`src/rtl/ring_monitor.sv`:
```
// ring_monitor: checks the one-hot rotation sequence of a ring counter.
// Two-stage input sampling (cur/prev), a four-state lock FSM, and
// registered position / lock / error / rotation reporting.
module ring_monitor #(
  parameter int WIDTH    = 4,
  parameter int LOCK_CNT = 4,
  parameter int CNT_W    = 16,
  localparam int PW      = $clog2(WIDTH)
) (
  input  logic             Clock,
  input  logic             Reset,
  input  logic [WIDTH-1:0] Ring_in,
  input  logic             Dir,
  input  logic             Clear,
  output logic [PW-1:0]    Position,
  output logic             Onehot_ok,
  output logic             Locked,
  output logic             Err_sticky,
  output logic [7:0]       Err_count,
  output logic [CNT_W-1:0] Rotations
);

  localparam int GW = $clog2(LOCK_CNT + 1);

  typedef enum logic [1:0] {
    S_SEARCH  = 2'd0,
    S_LOCKING = 2'd1,
    S_LOCKED  = 2'd2,
    S_ERROR   = 2'd3
  } state_t;

  state_t            state, state_n;
  logic [WIDTH-1:0]  s0, s1;
  logic [GW-1:0]     good_cnt, good_n;
  logic [WIDTH-1:0]  exp_cur;
  logic [PW-1:0]     idx;
  logic              onehot, step_ok, err_now, rot_inc;

  // Sample pipeline: s0 is the sample under check, s1 the one before it.
  always_ff @(posedge Clock) begin
    if (!Reset) begin
      s0 <= '0;
      s1 <= '0;
    end else begin
      s0 <= Ring_in;
      s1 <= s0;
    end
  end

  // Sample classification: one-hot test, expected successor, bit index.
  always_comb begin
    onehot  = (s0 != '0) && ((s0 & (s0 - WIDTH'(1))) == '0);
    exp_cur = Dir ? {s1[0], s1[WIDTH-1:1]} : {s1[WIDTH-2:0], s1[WIDTH-1]};
    step_ok = onehot && (s0 == exp_cur);
    idx     = '0;
    for (int i = 0; i < WIDTH; i++)
      if (s0[i]) idx = PW'(i);
  end

  // Lock FSM next state; flags an error and a completed rotation.
  always_comb begin
    state_n = state;
    good_n  = good_cnt;
    err_now = 1'b0;
    rot_inc = 1'b0;
    unique case (state)
      S_SEARCH: begin
        if (onehot) begin
          state_n = S_LOCKING;
          good_n  = GW'(1);
        end
      end
      S_LOCKING: begin
        if (step_ok) begin
          good_n = good_cnt + GW'(1);
          if (good_cnt + GW'(1) == GW'(LOCK_CNT)) state_n = S_LOCKED;
        end else if (onehot) begin
          good_n = GW'(1);
        end else begin
          state_n = S_SEARCH;
          good_n  = '0;
        end
      end
      S_LOCKED: begin
        if (step_ok) begin
          // A rotation completes when the token returns to its start bit.
          rot_inc = Dir ? (s0 == (WIDTH'(1) << (WIDTH - 1))) : (s0 == WIDTH'(1));
        end else begin
          state_n = S_ERROR;
          err_now = 1'b1;
        end
      end
      S_ERROR: begin
        state_n = S_SEARCH;
        good_n  = '0;
      end
      default: begin
        state_n = S_SEARCH;
        good_n  = '0;
      end
    endcase
  end

  // State and good-sample counter registers.
  always_ff @(posedge Clock) begin
    if (!Reset) begin
      state    <= S_SEARCH;
      good_cnt <= '0;
    end else begin
      state    <= state_n;
      good_cnt <= good_n;
    end
  end

  // Registered outputs; a new error takes priority over Clear.
  always_ff @(posedge Clock) begin
    if (!Reset) begin
      Position   <= '0;
      Onehot_ok  <= 1'b0;
      Locked     <= 1'b0;
      Err_sticky <= 1'b0;
      Err_count  <= '0;
      Rotations  <= '0;
    end else begin
      Onehot_ok <= onehot;
      if (onehot) Position <= idx;
      Locked <= (state_n == S_LOCKED);
      if (err_now) begin
        Err_sticky <= 1'b1;
        if (Clear)                  Err_count <= 8'd1;
        else if (Err_count != 8'hFF) Err_count <= Err_count + 8'd1;
      end else if (Clear) begin
        Err_sticky <= 1'b0;
        Err_count  <= '0;
      end
      if (rot_inc) Rotations <= Rotations + CNT_W'(1);
    end
  end

endmodule

```
`config.mk`:
```
export PLATFORM = sky130hd
export DESIGN_NAME = ring_monitor
export DESIGN_NICKNAME = d
export VERILOG_FILES = /design/src/rtl/ring_monitor.sv
export SDC_FILE = /design/constraint.sdc
export NUM_CORES = 1
export LEC_CHECK = 0
export ABC_AREA = 1
export CORE_MARGIN = 1
export CORE_UTILIZATION = 44
export CTS_BUF_LIST = sky130_fd_sc_hd__clkbuf_8 sky130_fd_sc_hd__clkbuf_16
export CTS_CLUSTER_DIAMETER = 80
export DETAILED_ROUTE_END_ITERATION = 16
export PLACE_DENSITY_LB_ADDON = 0.05
export SYNTH_ARGS = -nofsm -noshare
export SYNTH_HDL_FRONTEND = slang
export SYNTH_SLANG_ARGS = --single-unit
```
`constraint.sdc`:
```
create_clock -name Clock -period 1.85 [get_ports Clock]
set_input_delay 0.185 -clock Clock [delete_from_list [all_inputs] [get_ports Clock]]
set_output_delay 0.185 -clock Clock [all_outputs]
set_load 0.05 [all_outputs]
```
# After elaboration in Yosys (flattened, before gate mapping)
# Cells that the tools add are included.
# op_classes
addsub,4
eq_ne,10
mux,25
bitwise_logic,1
reduce_logical,10
# op_table
operator,n
8-bit 2-to-1 mux,4
"16-bit by 1-bit adder with 16-bit output, second input constant",1
2-bit 2-to-1 mux,7
1-bit 2-to-1 mux,9
3-bit case mux with 3 select lines,1
"8-bit by 1-bit adder with 8-bit output, second input constant",1
"8-bit != test, second input constant",1
2-bit case mux with 4 select lines,1
"2-bit == test, second input constant",3
3-bit 2-to-1 mux,2
4-bit bitwise AND,1
"4-bit by 1-bit == test with 1-bit output, second input constant",1
4-bit == test,1
"4-bit == test, second input constant",1
4-bit logical NOT,1
4-bit 2-to-1 mux,1
2-bit AND reduction,2
2-bit nonzero test,2
4-bit nonzero test,1
"4-bit by 1-bit subtractor with 4-bit output, second input constant",1
"3-bit by 1-bit adder with 3-bit output, second input constant",1
"3-bit == test, second input constant",1
3-bit nonzero test,1
"2-bit by 1-bit == test with 1-bit output, second input constant",1
3 further kinds,4
# word_totals
register_bits,42
inputBits,8
output_inout_bits,29
elab_cells,60

# Longest topological paths before layout
# logic_depth
word_depth,9
depth_mapped,14
ltp_nobuf,13

# Worst setup path before layout
# No wires, ideal clock.
# synth_path
path_kind,register to register
from,register Err_count[1]
to,register Err_count[0]
setup_ns,0.128
t_arrival_ns,1.770
t_required_ns,1.722
path_slack_ns,-0.048
path_stages_with_launch,9
n_path_buf,0
period_less_slack_ns,1.898
path_cell_list,dfxtp_1 > ha_1 > nand3_1 > nor2_1 > nand4_1 > nand3_2 > nand3_1 > nand2_1 > nor2_1
# synth_via
elab_chain_len,3
# synth_lines
element,line_no,rtl
from (decl),19,"output logic [7:0] Err_count,"
from (signal assigned),131,else if (Err_count != 8'hFF) Err_count <= Err_count + 8'd1;
8-bit != test,131,
2-bit nonzero test (no source line),n/a,
2-bit AND reduction (no source line),n/a,
# Every way passes these cells.
# A chain may end at the register's enable or synchronous reset.

# Worst setup path in the final report
# layout_path
from,register Rotations[10]
to,output Rotations[10]
# layout_rtl
element,line_no,rtl
from (decl),20,output logic [CNT_W-1:0] Rotations
from (signal assigned),136,if (rot_inc) Rotations <= Rotations + CNT_W'(1);
# No word-level cell between the ends.

==> out/summary.txt <==
CTS
---------------------------------------------------------------------------------
Buffer cell driving the clock tree root ............................ sky130_fd_sc_hd__clkbuf_8
Clock buffer depth .................................................            2
Clock buffers created by TritonCTS .................................            5
Hold bufs inserted after CTS .......................................            0
Reg clk slew, reported paths .......................................      0.08 ns
Source-to-sink clock delay at the later pin of the worst-skew pair .      0.29 ns
Num Clock Sinks ....................................................           42
TritonCTS clock tree ...............................................          yes
Number of levels the H-tree was split into .........................            2

GLOBAL ROUTE
---------------------------------------------------------------------------------
GRT Resource Usage Total ...........................................        19.9%
Largest net degree at the start of global routing ..................           29
First-pass GRT wire length .........................................      8710 um
Initial antenna violation count ....................................            0
Vias in the first global route .....................................         1977
Sum of overflow across all layers after global routing .............            0

PWR
---------------------------------------------------------------------------------
Part of the total power dissipated in combinational logic ..........        12.7%
Leakage component of the power .....................................      1.23 nW
Switching portion of total power ...................................        26.6%
Worst ir drop on vdd ...............................................       448 uV
Net switching power ................................................     0.476 mW
Total power density per cell area ..................................   610 nW/um2
Share of power burned in the clock network .........................        34.5%
Sequential power share .............................................        52.8%
Internal power .....................................................      1.31 mW

ROUTE
---------------------------------------------------------------------------------
Routed via count divided by cell count .............................         4.89
Average routed wire per standard cell ..............................      11.2 um
Pre-Repair DR Iteration Count ......................................            4
Remaining routing DRC violations ...................................            0
Routed wire length .................................................      5010 um
Vias ...............................................................         2197
DRC violation total after the first TritonRoute iteration ..........          137
ANT nets after route ...............................................            0

CRITICAL PATH
---------------------------------------------------------------------------------
CP bufs+invs .......................................................            1
Critical Setup Path Class .......................................... flop to output pin
Required time of the worst setup path ..............................      1.66 ns
Register-to-Register Setup Slack ...................................      0.17 ns
Critical Path Source Type ..........................................         flop
Cell with the largest stage delay on the worst path ................ sky130_fd_sc_hd__clkdlybuf4s50_1
CP Cell Sequence ................................................... clkdlybuf4s50_1
Crit path arrival time .............................................      1.58 ns
Type of destination of the critical path ...........................   output pin
Largest stage delay, worst path ....................................      0.84 ns
Critical path's top delay family ................................... buffers and inverters
Maximum fanout count along the critical path .......................            5

DIE
---------------------------------------------------------------------------------
Number of placement rows ...........................................           26
Die boundary width .................................................      74.5 um
Die Y-Extent .......................................................      74.5 um
Ports ..............................................................           37
Initial Util .......................................................        45.6%
Core Area ..........................................................     5070 um2
DIE AREA ...........................................................     5550 um2

FINAL LAYOUT
---------------------------------------------------------------------------------
Number of inserted diodes ..........................................            0
Nets@finish ........................................................          390
Post-layout instance count excluding filler cells ..................          449
Highest-count cells in the layout ignoring fill and taps ........... 81 x sky130_fd_sc_hd__nand2_1, 42 x sky130_fd_sc_hd__nand3_1, 40 x sky130_fd_sc_hd__dfxtp_1
Post-synthesis to final-layout area growth .........................        26.8%
Fraction of layout cells with a size suffix above 1 ................        11.3%
Most common cell after layout, fill and taps aside ................. sky130_fd_sc_hd__nand2_1
Post-Layout Inst Area ..............................................     2930 um2
Area of the multi-input gates ......................................     1250 um2
Number of fillers in the final layout ..............................          502
Seq. cell area .....................................................      843 um2

HOLD PATH
---------------------------------------------------------------------------------
Worst hold path type ............................................... input port to flop

SYNTH
---------------------------------------------------------------------------------
Average size of a mapped cell ......................................     7.03 um2
Proportion of netlist area held by the largest area contributor ....        36.3%
Gate count after technology mapping ................................          329
Number of unique standard cell types used by synthesis .............           32
Syn_nets ...........................................................          341
Register area share after synthesis ................................        36.3%
Mapped cell area ...................................................     2310 um2
Post-synthesis sequential element count ............................           42
Number of warning messages in the yosys log ........................            0
Top post-synthesis cells by area ................................... sky130_fd_sc_hd__dfxtp_1 36%, sky130_fd_sc_hd__nand2_1 13%, sky130_fd_sc_hd__nand3_1 9.1%, sky130_fd_sc_hd__inv_1 6.2%, sky130_fd_sc_hd__a21oi_1 6.1%
Library cell with the largest summed area after synthesis .......... sky130_fd_sc_hd__dfxtp_1

STA
---------------------------------------------------------------------------------
Setup repair after global routing missed its margin ................        false
Relative max-transition margin .....................................        66.1%
Actual transition at the worst max-transition pin ..................     0.507 ns
Number of slew-limit violations in the final report ................            0
Total Neg Setup Slack ..............................................         0 ns
Tcrit/Tclk final ...................................................        95.4%
Clock Skews ........................................................   0.00761 ns
Shortest period the worst path allows ..............................      1.76 ns
Final Hold Viols ...................................................            0
Setup violation total in the final timing report ...................            0
Maximum frequency from static timing analysis ......................      567 MHz

PLACE
---------------------------------------------------------------------------------
I/O Buffers ........................................................           36
DP Wirelength ......................................................      3600 um
Gpl congestion .....................................................        0.809
Cell area after placement ..........................................     2810 um2
Total placed cells including tap cells .............................          439

RUN
---------------------------------------------------------------------------------
Number of violations of the max-capacitance limit ..................            0

STATUS
---------------------------------------------------------------------------------
Run status ......................................................... finished, final reports clean

area by class of cell:
cell class / count / share of cell area (%)
Clock buffer: 6 / 2.82
Clock inverter: 2 / 0.427
Inverter: 44 / 5.80
Multi-Input combinational cell: 234 / 42.5
Sequential cell: 42 / 28.8
Tap cell: 70 / 2.99
Timing Repair Buffer: 51 / 16.7
cells in the mapped netlist (all sizes together):
cell / number
nand4: 6
nand3: 45
dfxtp: 42
ha: 4
nor3: 5
xor2: 11
a22oi: 1
nor3b: 1
a21oi: 28
o2111ai: 4
buf: 5
o21ai: 6
nor2: 29
inv: 44
a211oi: 2
xnor2: 7
nand2: 83
a31oi: 1
clkbuf: 5
what timing repair did:
action,CTS,global route
buffers inserted,0,1
gates resized for setup,0,3
endpoints found under the setup margin,0,14
metal layers:
| layer | global-route usage (%) | vias to the layer above | share of wire (%) |
|---|---|---|---|
| met5 | 0 | - | 0 |
| met4 | 5.24 | 0 | 0.28 |
| met3 | 4.07 | 2 | 4.5 |
| met2 | 30.7 | 52 | 45 |
| met1 | 28.2 | 982 | 50 |
| li1 | - | 1161 | - |
power by group through the flow:
| stage | Combinational [mW] | Clock, mW | Sequential, mW |
|---|---|---|---|
| after global placement | 0.225 | 0 | 0.966 |
| after global routing | 0.254 | 0.672 | 0.949 |
| after detailed placement | 0.228 | 0 | 0.966 |
| final | 0.228 | 0.617 | 0.945 |
| after floorplan | 0.130 | 0 | 0.986 |
| after CTS | 0.228 | 0.639 | 0.945 |
cell families after synthesis:
family / count (synthesis) / synth area share (%)
AOI/OAI and AO/OA: 42 / 11.1
xor gates and xnor gates: 18 / 7.14
adders and majority gates: 4 / 2.16
buffers and inverters: 54 / 10.5
DFF: 42 / 36.3
and+or+nand+nor: 169 / 32.7
stage by stage:
step	hold slack, ns	utilization [%]	setup slack, ns	power (mW)
final	0.414	57.8	0.0854	1.79
after detailed placement	0.467	55.3	-0.188	1.19
after global placement	0.465	55.3	-0.111	1.19
after CTS	0.405	57.2	0.0409	1.81
after floorplan	0.283	-	0.0566	1.12
after global routing	0.432	57.8	0.00866	1.88
final timing paths:
| kind | from | depth (start not counted) | endpoint |
|---|---|---|---|
| worst min-delay path | Ring_in[0] | 3 | s0[0] |
| worst max register to register | s0[3] | 5 | Rotations[5] |
| worst max-delay path | Rotations[10] | 1 | Rotations[10] |
| worst min register to register | Err_sticky | 2 | Err_sticky |
tightest hold or removal path, cell delays in order:
cell and delay, ns:
sky130_fd_sc_hd__clkdlybuf4s50_1 0.39, sky130_fd_sc_hd__nand2_1 0.06, sky130_fd_sc_hd__inv_1 0.03
flip-flops by register name (all words and copies together), names as in the netlist:
signal,flops
Err_sticky,1
good_cnt,3
Rotations,16
Locked,1
s0,4
Position,2
Onehot_ok,1
Err_count,8
s1,4
state,2
Power figures use the tool's default switching activity.
